<file path="config.mk">
export PLATFORM = sky130hd
export DESIGN_NAME = multi_cycle_controller_flat
export DESIGN_NICKNAME = d
export VERILOG_FILES = /design/src/rtl/multi_cycle_controller_pkg.sv /design/src/rtl/multi_cycle_controller_if.sv /design/src/rtl/multi_cycle_controller_alu_decoder.sv /design/src/rtl/multi_cycle_controller.sv /design/src/flat_wrapper.sv
export SDC_FILE = /design/constraint.sdc
export NUM_CORES = 1
export LEC_CHECK = 0
export BUFFER_PORTS_ARGS = -buffer_cell sky130_fd_sc_hd__buf_2
export CORE_AREA = 2 2 57 43
export DETAILED_ROUTE_END_ITERATION = 7
export DIE_AREA = 0 0 59 45
export PLACE_DENSITY = 0.72
export SETUP_SLACK_MARGIN = 0.3
export SYNTH_ARGS = -nofsm -noshare
export SYNTH_HDL_FRONTEND = slang
export SYNTH_SLANG_ARGS = --single-unit
</file>
<file path="constraint.sdc">
create_clock -name clk -period 2.2 [get_ports clk]
set_clock_uncertainty 0.05 [all_clocks]
set_input_delay 0.44 -clock clk [delete_from_list [all_inputs] [get_ports clk]]
set_output_delay 0.44 -clock clk [all_outputs]
set_load 0.01 [all_outputs]
</file>
<file path="src/rtl/multi_cycle_controller_pkg.sv">
// Shared encodings for the multi-cycle RV32I control path: FSM states,
// opcodes, ALU op/control codes and datapath select codes.
package riscv_ctrl_pkg;

    typedef enum logic [3:0] {
        S_FETCH    = 4'd0,
        S_DECODE   = 4'd1,
        S_MEMADR   = 4'd2,
        S_MEMREAD  = 4'd3,
        S_MEMWB    = 4'd4,
        S_MEMWRITE = 4'd5,
        S_EXECR    = 4'd6,
        S_ALUWB    = 4'd7,
        S_EXECI    = 4'd8,
        S_JAL      = 4'd9,
        S_BRANCH   = 4'd10,
        S_TRAP     = 4'd11
    } state_t;

    localparam logic [6:0] OP_LOAD   = 7'b0000011;
    localparam logic [6:0] OP_STORE  = 7'b0100011;
    localparam logic [6:0] OP_RTYPE  = 7'b0110011;
    localparam logic [6:0] OP_ITYPE  = 7'b0010011;
    localparam logic [6:0] OP_JAL    = 7'b1101111;
    localparam logic [6:0] OP_BRANCH = 7'b1100011;

    typedef enum logic [1:0] {
        ALUOP_ADD   = 2'b00,
        ALUOP_SUB   = 2'b01,
        ALUOP_FUNCT = 2'b10,
        ALUOP_RSVD  = 2'b11
    } alu_op_t;

    localparam logic [2:0] ALU_ADD = 3'b000;
    localparam logic [2:0] ALU_SUB = 3'b001;
    localparam logic [2:0] ALU_AND = 3'b010;
    localparam logic [2:0] ALU_OR  = 3'b011;
    localparam logic [2:0] ALU_SLT = 3'b101;

    localparam logic [1:0] RES_ALUOUT = 2'b00;
    localparam logic [1:0] RES_RDATA  = 2'b01;
    localparam logic [1:0] RES_ALURES = 2'b10;

    localparam logic [1:0] SRCA_PC    = 2'b00;
    localparam logic [1:0] SRCA_OLDPC = 2'b01;
    localparam logic [1:0] SRCA_RS1   = 2'b10;

    localparam logic [1:0] SRCB_RS2  = 2'b00;
    localparam logic [1:0] SRCB_IMM  = 2'b01;
    localparam logic [1:0] SRCB_FOUR = 2'b10;

    localparam logic [1:0] IMM_I = 2'b00;
    localparam logic [1:0] IMM_S = 2'b01;
    localparam logic [1:0] IMM_B = 2'b10;
    localparam logic [1:0] IMM_J = 2'b11;

endpackage

</file>
<file path="src/rtl/multi_cycle_controller_if.sv">
// Controller <-> datapath bundle. The controller uses the master side,
// the datapath (or a bench standing in for it) the slave side.
interface multi_cycle_controller_if #(parameter int STATE_W = 4);
    logic [6:0]         op;
    logic [2:0]         funct3;
    logic               funct7b5;
    logic               zero;
    logic               mem_ready;
    logic               pc_write;
    logic               adr_src;
    logic               mem_write;
    logic               ir_write;
    logic [1:0]         result_src;
    logic [1:0]         alu_src_a;
    logic [1:0]         alu_src_b;
    logic [1:0]         imm_src;
    logic [2:0]         alu_control;
    logic               reg_write;
    logic               trap;
    logic [STATE_W-1:0] state_dbg;

    modport master (
        input  op, funct3, funct7b5, zero, mem_ready,
        output pc_write, adr_src, mem_write, ir_write, result_src, alu_src_a,
               alu_src_b, imm_src, alu_control, reg_write, trap, state_dbg
    );

    modport slave (
        output op, funct3, funct7b5, zero, mem_ready,
        input  pc_write, adr_src, mem_write, ir_write, result_src, alu_src_a,
               alu_src_b, imm_src, alu_control, reg_write, trap, state_dbg
    );
endinterface

</file>
<file path="src/rtl/multi_cycle_controller_alu_decoder.sv">
// ALU control decoder: maps alu_op and funct fields to an alu_control code.
// Purely combinational so the single-cycle core can reuse it unchanged.
module alu_decoder
    import riscv_ctrl_pkg::*;
(
    input  alu_op_t    alu_op,
    input  logic [2:0] funct3,
    input  logic       funct7b5,
    input  logic       op5,
    output logic [2:0] alu_control
);
    always_comb begin
        alu_control = ALU_ADD;
        case (alu_op)
            ALUOP_ADD: alu_control = ALU_ADD;
            ALUOP_SUB: alu_control = ALU_SUB;
            ALUOP_FUNCT: begin
                case (funct3)
                    // funct7b5 only selects sub for R-type; addi reuses that bit as immediate
                    3'b000:  alu_control = (op5 & funct7b5) ? ALU_SUB : ALU_ADD;
                    3'b010:  alu_control = ALU_SLT;
                    3'b110:  alu_control = ALU_OR;
                    3'b111:  alu_control = ALU_AND;
                    default: alu_control = ALU_ADD;
                endcase
            end
            default: alu_control = ALU_ADD;
        endcase
    end
endmodule

</file>
<file path="src/rtl/multi_cycle_controller.sv">
// Multi-cycle RV32I main control FSM. The state register is the only flop;
// all datapath controls decode combinationally from state and inputs.
module multi_cycle_controller
    import riscv_ctrl_pkg::*;
#(
    parameter int STATE_W = 4
) (
    input  logic                      clk,
    input  logic                      rst,
    multi_cycle_controller_if.master  bus
);
    state_t     state, next_state;
    alu_op_t    alu_op;
    logic       pc_write_c, mem_write_c, ir_write_c, reg_write_c;

    always_ff @(posedge clk or posedge rst) begin
        if (rst) state <= S_FETCH;
        else     state <= next_state;
    end

    always_comb begin
        next_state    = state;
        pc_write_c    = 1'b0;
        mem_write_c   = 1'b0;
        ir_write_c    = 1'b0;
        reg_write_c   = 1'b0;
        bus.adr_src   = 1'b0;
        bus.result_src = RES_ALUOUT;
        bus.alu_src_a = SRCA_PC;
        bus.alu_src_b = SRCB_RS2;
        bus.trap      = 1'b0;
        alu_op        = ALUOP_ADD;
        case (state)
            S_FETCH: begin
                bus.alu_src_b  = SRCB_FOUR;
                bus.result_src = RES_ALURES;
                ir_write_c     = bus.mem_ready;
                pc_write_c     = bus.mem_ready;
                if (bus.mem_ready) next_state = S_DECODE;
            end
            S_DECODE: begin
                bus.alu_src_a = SRCA_OLDPC;
                bus.alu_src_b = SRCB_IMM;
                case (bus.op)
                    OP_LOAD, OP_STORE: next_state = S_MEMADR;
                    OP_RTYPE:          next_state = S_EXECR;
                    OP_ITYPE:          next_state = S_EXECI;
                    OP_JAL:            next_state = S_JAL;
                    OP_BRANCH:         next_state = S_BRANCH;
                    default:           next_state = S_TRAP;
                endcase
            end
            S_MEMADR: begin
                bus.alu_src_a = SRCA_RS1;
                bus.alu_src_b = SRCB_IMM;
                next_state    = bus.op[5] ? S_MEMWRITE : S_MEMREAD;
            end
            S_MEMREAD: begin
                bus.adr_src = 1'b1;
                if (bus.mem_ready) next_state = S_MEMWB;
            end
            S_MEMWB: begin
                bus.result_src = RES_RDATA;
                reg_write_c    = 1'b1;
                next_state     = S_FETCH;
            end
            S_MEMWRITE: begin
                bus.adr_src = 1'b1;
                mem_write_c = 1'b1;
                if (bus.mem_ready) next_state = S_FETCH;
            end
            S_EXECR: begin
                bus.alu_src_a = SRCA_RS1;
                alu_op        = ALUOP_FUNCT;
                next_state    = S_ALUWB;
            end
            S_EXECI: begin
                bus.alu_src_a = SRCA_RS1;
                bus.alu_src_b = SRCB_IMM;
                alu_op        = ALUOP_FUNCT;
                next_state    = S_ALUWB;
            end
            S_ALUWB: begin
                reg_write_c = 1'b1;
                next_state  = S_FETCH;
            end
            S_JAL: begin
                bus.alu_src_a = SRCA_OLDPC;
                bus.alu_src_b = SRCB_FOUR;
                pc_write_c    = 1'b1;
                next_state    = S_ALUWB;
            end
            S_BRANCH: begin
                bus.alu_src_a = SRCA_RS1;
                alu_op        = ALUOP_SUB;
                // funct3[0] distinguishes bne from beq; other funct3 fold onto these
                pc_write_c    = bus.zero ^ bus.funct3[0];
                next_state    = S_FETCH;
            end
            S_TRAP: begin
                bus.trap = 1'b1;
            end
            default: next_state = S_FETCH;
        endcase
    end

    // Reset forces state to FETCH, but FETCH enables follow mem_ready, so gate them too
    assign bus.pc_write  = pc_write_c  & ~rst;
    assign bus.mem_write = mem_write_c & ~rst;
    assign bus.ir_write  = ir_write_c  & ~rst;
    assign bus.reg_write = reg_write_c & ~rst;
    assign bus.state_dbg = STATE_W'(state);

    always_comb begin
        case (bus.op)
            OP_STORE:  bus.imm_src = IMM_S;
            OP_BRANCH: bus.imm_src = IMM_B;
            OP_JAL:    bus.imm_src = IMM_J;
            default:   bus.imm_src = IMM_I;
        endcase
    end

    alu_decoder u_alu_decoder (
        .alu_op      (alu_op),
        .funct3      (bus.funct3),
        .funct7b5    (bus.funct7b5),
        .op5         (bus.op[5]),
        .alu_control (bus.alu_control)
    );
endmodule

</file>
<file path="src/flat_wrapper.sv">
// flat-port wrapper written by rule: the top's interface ports become plain ports
module multi_cycle_controller_flat import riscv_ctrl_pkg::*;
#(
    parameter int STATE_W = 4
)
  (clk, rst, bus_op, bus_funct3, bus_funct7b5, bus_zero, bus_mem_ready, bus_pc_write, bus_adr_src, bus_mem_write, bus_ir_write, bus_result_src, bus_alu_src_a, bus_alu_src_b, bus_imm_src, bus_alu_control, bus_reg_write, bus_trap, bus_state_dbg);
  multi_cycle_controller_if #(.STATE_W(STATE_W)) bus_i ();
  input  logic clk;
  input  logic rst;
  input wire logic [$bits(bus_i.op)-1:0] bus_op;
  input wire logic [$bits(bus_i.funct3)-1:0] bus_funct3;
  input wire logic [$bits(bus_i.funct7b5)-1:0] bus_funct7b5;
  input wire logic [$bits(bus_i.zero)-1:0] bus_zero;
  input wire logic [$bits(bus_i.mem_ready)-1:0] bus_mem_ready;
  output wire logic [$bits(bus_i.pc_write)-1:0] bus_pc_write;
  output wire logic [$bits(bus_i.adr_src)-1:0] bus_adr_src;
  output wire logic [$bits(bus_i.mem_write)-1:0] bus_mem_write;
  output wire logic [$bits(bus_i.ir_write)-1:0] bus_ir_write;
  output wire logic [$bits(bus_i.result_src)-1:0] bus_result_src;
  output wire logic [$bits(bus_i.alu_src_a)-1:0] bus_alu_src_a;
  output wire logic [$bits(bus_i.alu_src_b)-1:0] bus_alu_src_b;
  output wire logic [$bits(bus_i.imm_src)-1:0] bus_imm_src;
  output wire logic [$bits(bus_i.alu_control)-1:0] bus_alu_control;
  output wire logic [$bits(bus_i.reg_write)-1:0] bus_reg_write;
  output wire logic [$bits(bus_i.trap)-1:0] bus_trap;
  output wire logic [$bits(bus_i.state_dbg)-1:0] bus_state_dbg;
  assign bus_i.op = bus_op;
  assign bus_i.funct3 = bus_funct3;
  assign bus_i.funct7b5 = bus_funct7b5;
  assign bus_i.zero = bus_zero;
  assign bus_i.mem_ready = bus_mem_ready;
  assign bus_pc_write = bus_i.pc_write;
  assign bus_adr_src = bus_i.adr_src;
  assign bus_mem_write = bus_i.mem_write;
  assign bus_ir_write = bus_i.ir_write;
  assign bus_result_src = bus_i.result_src;
  assign bus_alu_src_a = bus_i.alu_src_a;
  assign bus_alu_src_b = bus_i.alu_src_b;
  assign bus_imm_src = bus_i.imm_src;
  assign bus_alu_control = bus_i.alu_control;
  assign bus_reg_write = bus_i.reg_write;
  assign bus_trap = bus_i.trap;
  assign bus_state_dbg = bus_i.state_dbg;
  multi_cycle_controller #(.STATE_W(STATE_W)) u_core (.clk(clk), .rst(rst), .bus(bus_i));
endmodule
</file>
== After elaboration in Yosys (flattened, before gate mapping) ==
Cells that the tools add are included.

* Reductions and logical operators: 12
* Bitwise gates (word level): 8
* Eq/ne operators: 25
* Mux-type cells: 20

{| class="wikitable"
|+ Operators with widths
! kind !! count
|-
| case mux 4 bit (7 select lines) || 1
|-
| case mux 4 bit (5 select lines) || 1
|-
| equality test 4 x 3 -> 1 bit, second input constant || 4
|-
| equality test 4 bit, second input constant || 4
|-
| case mux 2 bit (2 select lines) || 4
|-
| equality test 7 x 6 -> 1 bit, second input constant || 2
|-
| equality test 7 bit, second input constant || 2
|-
| two-way mux 4 bit || 3
|-
| case mux 3 bit (4 select lines) || 1
|-
| OR reduction 2 bit || 6
|-
| equality test 4 x 2 -> 1 bit, second input constant || 2
|-
| equality test 7 x 2 -> 1 bit, second input constant || 1
|-
| equality test 7 x 5 -> 1 bit, second input constant || 1
|-
| equality test 3 bit, second input constant || 2
|-
| two-way mux 1 bit || 6
|-
| != test 2 bit, second input constant || 3
|-
| case mux 2 bit (3 select lines) || 1
|-
| case mux 3 bit (2 select lines) || 1
|-
| OR reduction 3 bit || 2
|-
| bitwise AND 1 bit || 5
|-
| equality test 4 x 1 -> 1 bit, second input constant || 1
|-
| zero test 4 bit || 1
|-
| AND reduction 4 bit || 1
|-
| OR reduction 4 bit || 1
|-
| 8 further kinds || 9
|}

* Register bits: 4

== Longest topological paths before layout ==
* Word-level depth: 5
* Mapped depth: 7
* Mapped depth without buffers: 6

== Modules after synthesis ==
Synthesis repeated with hierarchy kept, for this count alone.

* Cells, all modules: 94
* Area total of the unflattened synthesis: 680.7 um^2

{| class="wikitable"
|+ By module, submodules not included
! module !! area an instance (um^2) !! sequential area each (um^2) !! times used !! cells each
|-
| multi_cycle_controller || 584.3 || 100.1 || 1 || 83
|-
| alu_decoder || 96.3 || 0.0 || 1 || 11
|}

== Least setup slack after synthesis ==
No wires, ideal clock.

* Path type: register to output
* Start: reg u_core.state[3] (netlist: u_core.bus.state_dbg[3])
* End: out bus_alu_control[0]
* Data required time: 1.710 ns
* Data arrival time: 1.517 ns
* Setup slack: 0.193 ns
* Cell stages (with the launch flop): 8
* Buffers on the path: 1
* Path through: dfrtp_1 buf_2 nand2b_1 mux2i_1 nor2b_1 ha_1 a31oi_1 a21oi_1

* Cells in the longest elaborated chain, start to end: 5

{| class="wikitable"
|+ RTL lines
! item !! line !! text
|-
| start, declared || multi_cycle_controller.sv:12 || <nowiki>state_t state, next_state;</nowiki>
|-
| start signal, assigned || multi_cycle_controller.sv:18 || <nowiki>else state <= next_state;</nowiki>
|-
| equality test 4 x 3 -> 1 bit or equality test 4 bit (tied branches) || multi_cycle_controller.sv:33 || <nowiki>case (state)</nowiki>
|-
| OR reduction 2 bit (no source line) || -- ||
|-
| case mux 2 bit (2 select lines) * || multi_cycle_controller.sv:33 ||
|-
| equality test 2 bit or equality test 2 x 1 -> 1 bit (tied branches) || multi_cycle_controller_alu_decoder.sv:14 || <nowiki>case (alu_op)</nowiki>
|-
| case mux 3 bit (2 select lines) * || multi_cycle_controller_alu_decoder.sv:14 ||
|-
| end, declared || flat_wrapper.sv:23 || <nowiki>output wire logic [$bits(bus_i.alu_control)-1:0] bus_alu_control;</nowiki>
|}

Every way passes the cells marked *; elsewhere a longest branch is shown, timed or not.

== Worst setup path after layout ==
* Start: reg u_core.state[2] (netlist: u_core.bus.state_dbg[2])
* End: out bus_alu_control[0]

Same word-level chain as after synthesis.

==> summary.txt <==
status: finished with violations
failing checks: setup timing
GRT Util Overall: 0.1884
routed wire length: 2547 microns
Mapped Area: 685.7 sq um
number of flip-flops under the largest register name: 4
Logic pwr share: 0.846
1st-pass router iterations: 4
Post-synth EDFFs: 0
1st-iter DRT viols: 29
WP data required: 1710 ps
CP Launch Type: flip-flop
Post-Synthesis Cells: 93
final setup fails: 2
Seq pwr share: 0.098
synth warn: 0
# clock sinks: 4
number of global-route vias before repair: 844
Finished Core Util: 0.6114
final worst slack: -90.83 ps
reg2reg setup slack: 270 ps
initial antenna violation count: 0
switching portion of total power: 0.4613
worst-skew pair later-pin latency: 230 ps
Filler cells: 193
Seq/Total Area, Yosys: 0.1460
WS Path Type: reg -> out
routed vias/inst: 5.455
Placer Congestion: 0.7873
hold buffer count at cts: 0
synth unique cells: 37
Worst-Margin Slew: 320.5 ps
Int Power: 875.1 uW
Final ANT Viol Nets: 0
Slew HR: 0.7851
Highest Clock Rate: 436.5 MHz
io pins: 36
port buffer count: 35
Nets: 162
cts bufs inserted: 3
Final Critical Period: 2291 ps
largest vdd supply drop: 0.6792 mV
initial core utilization: 0.3317
Core Area: 2067 sq um
Net Sw Power: 749.2 uW
Area Overhead vs Synth: 84.31%
Hold Path Class: in -> async
clock tree from TritonCTS: done
Tcrit/Tclk final: 1.041
Clock transition at path regs: 40 ps
most frequent cell after synthesis: nand2b_1
Overflow after GRT: 0
Ant. Diodes: 0
synth top area cells: dfrtp_1, nand2b_1, nor2b_1
cell taking the most area after synthesis: dfrtp_1
crit end category: output port
Die Ht: 45 microns
CTS HTree Levels: 1
Avg Cell Area, Syn: 7.373 sq um
clock buffer depth: 2
placed cell count: 151
Clk pwr share: 0.055
unrepaired setup endpoints after global routing: yes
net count after synthesis: 110
Final HPWL DP: 1717 microns
Primary FF master, synth: dfrtp_1
FFs w/ async S/R, synth: 1.000
Root Buffer: clkbuf_4
flops & latches, synth: 4
Slew Viols, Final: 0
first-pass GRT wire length: 3850 microns
Layout Cells excl Fill: 167
layout cells sized above 1: 0.5944
DR WL/cell: 15.25 microns
max-cap viol count: 0
Cell Pwr Density: 1285 nW/um^2
Synth top area share: 0.1460
residual DRC count: 0
die width: 59 microns
leading cell types by count after synthesis: nand2b_1, nor2_1, nor2b_1
Fin. Hold Viols: 0
largest net degree at the start of global routing: 19
routed via count: 911
CP arrival: 1800 ps
worst-path fanout max: 5
Rows: 14
die area: 2655 sq um
leak pwr: 0.5860 nW
## what timing repair did
action,in CTS,in global routing
setup endpoints to repair,8,14
buffers inserted,7,6
pin swaps,3,13
gates resized for setup,10,35
## layout by cell type, fill, tap and decap left out, types with 3 or more instances in the layout
| master | n |
|---|---|
| a21oi_1 | 3 |
| buf_2 | 31 |
| buf_4 | 11 |
| buf_6 | 9 |
| clkbuf_4 | 3 |
| inv_1 | 4 |
| nand2_1 | 4 |
| nand2b_1 | 6 |
| nand2b_4 | 4 |
| nand3b_1 | 3 |
| nor2_1 | 6 |
| nor2b_1 | 4 |
| nor3_1 | 3 |
| o211ai_1 | 3 |
## power groups by stage
| stage | registers (mW) | clock network [mW] | logic, mW |
|---|---|---|---|
| floorplan | 0.153 | 0 | 0.604 |
| global placement | 0.150 | 0 | 0.826 |
| detailed placement | 0.154 | 0 | 0.854 |
| CTS | 0.152 | 0.0943 | 0.990 |
| global route | 0.162 | 0.101 | 1.48 |
| finish | 0.160 | 0.0900 | 1.37 |
## worst max-delay path, cell delays in order (launching register included)
cell	delay, ps
dfrtp_2	430
nand2b_4	160
mux2i_2	210
nor2b_4	210
ha_4	150
nand4_1	120
a21oi_2	160
buf_2	140
## layer usage
layer / track usage / part of all wire / up-vias
li1: - / - / 435
met1: 0.2483 / 0.45 / 448
met2: 0.3378 / 0.51 / 26
met3: 0.03438 / 0.036 / 2
met4: 0.01364 / 0.0055 / 0
met5: 0 / 0 / -
## layout make-up
class,instances,area (sq um),share of cell area
Clock buffer,3,22.52,0.01782
Inverter,5,18.77,0.01485
Multi-Input combinational cell,77,703.2,0.5564
Sequential cell,4,102.6,0.08119
Tap cell,24,30.03,0.02376
Timing Repair Buffer,54,386.6,0.3059
## through the flow
step                      hold WS (ps)  setup TNS (ps)  setup WS, ps  area, sq um  total power, mW
after floorplan                  161.2               0         225.2        710.7           0.7571
after global placement           326.0               0         238.4        913.4           0.9760
after detailed placement         326.5               0         154.9        913.4            1.008
after CTS                        74.80          -37.50        -37.50         1031            1.237
after global routing             108.4          -406.4        -215.1         1264            1.747
final                            92.31          -142.0        -90.83         1264            1.624
## kinds of logic (layout without fill, tap and decap cells)
kind of cell	count (synthesis)	after routing	synth area share
buffers and inverters	12	62	0.08759
adders and majority gates	2	2	0.03649
and+or+nand+nor	51	51	0.4434
xor gates and xnor gates	3	3	0.03833
DFF	4	4	0.1460
AOI/OAI and AO/OA	20	20	0.2336
muxes	1	1	0.01460
## path summary, 6_finish.rpt
check | startpoint | end | cells past startpoint
max | u_core.bus.state_dbg[2] | bus_alu_control[0] | 7
min | rst | u_core.bus.state_dbg[0] | 2
max in group asynchronous | rst | u_core.bus.state_dbg[1] | 2
min in group clk | bus_mem_ready | u_core.bus.state_dbg[0] | 3
min reg2reg | u_core.bus.state_dbg[1] | u_core.bus.state_dbg[2] | 2
max reg2reg | u_core.bus.state_dbg[2] | u_core.bus.state_dbg[2] | 8
(Power assumes the default switching activity.)
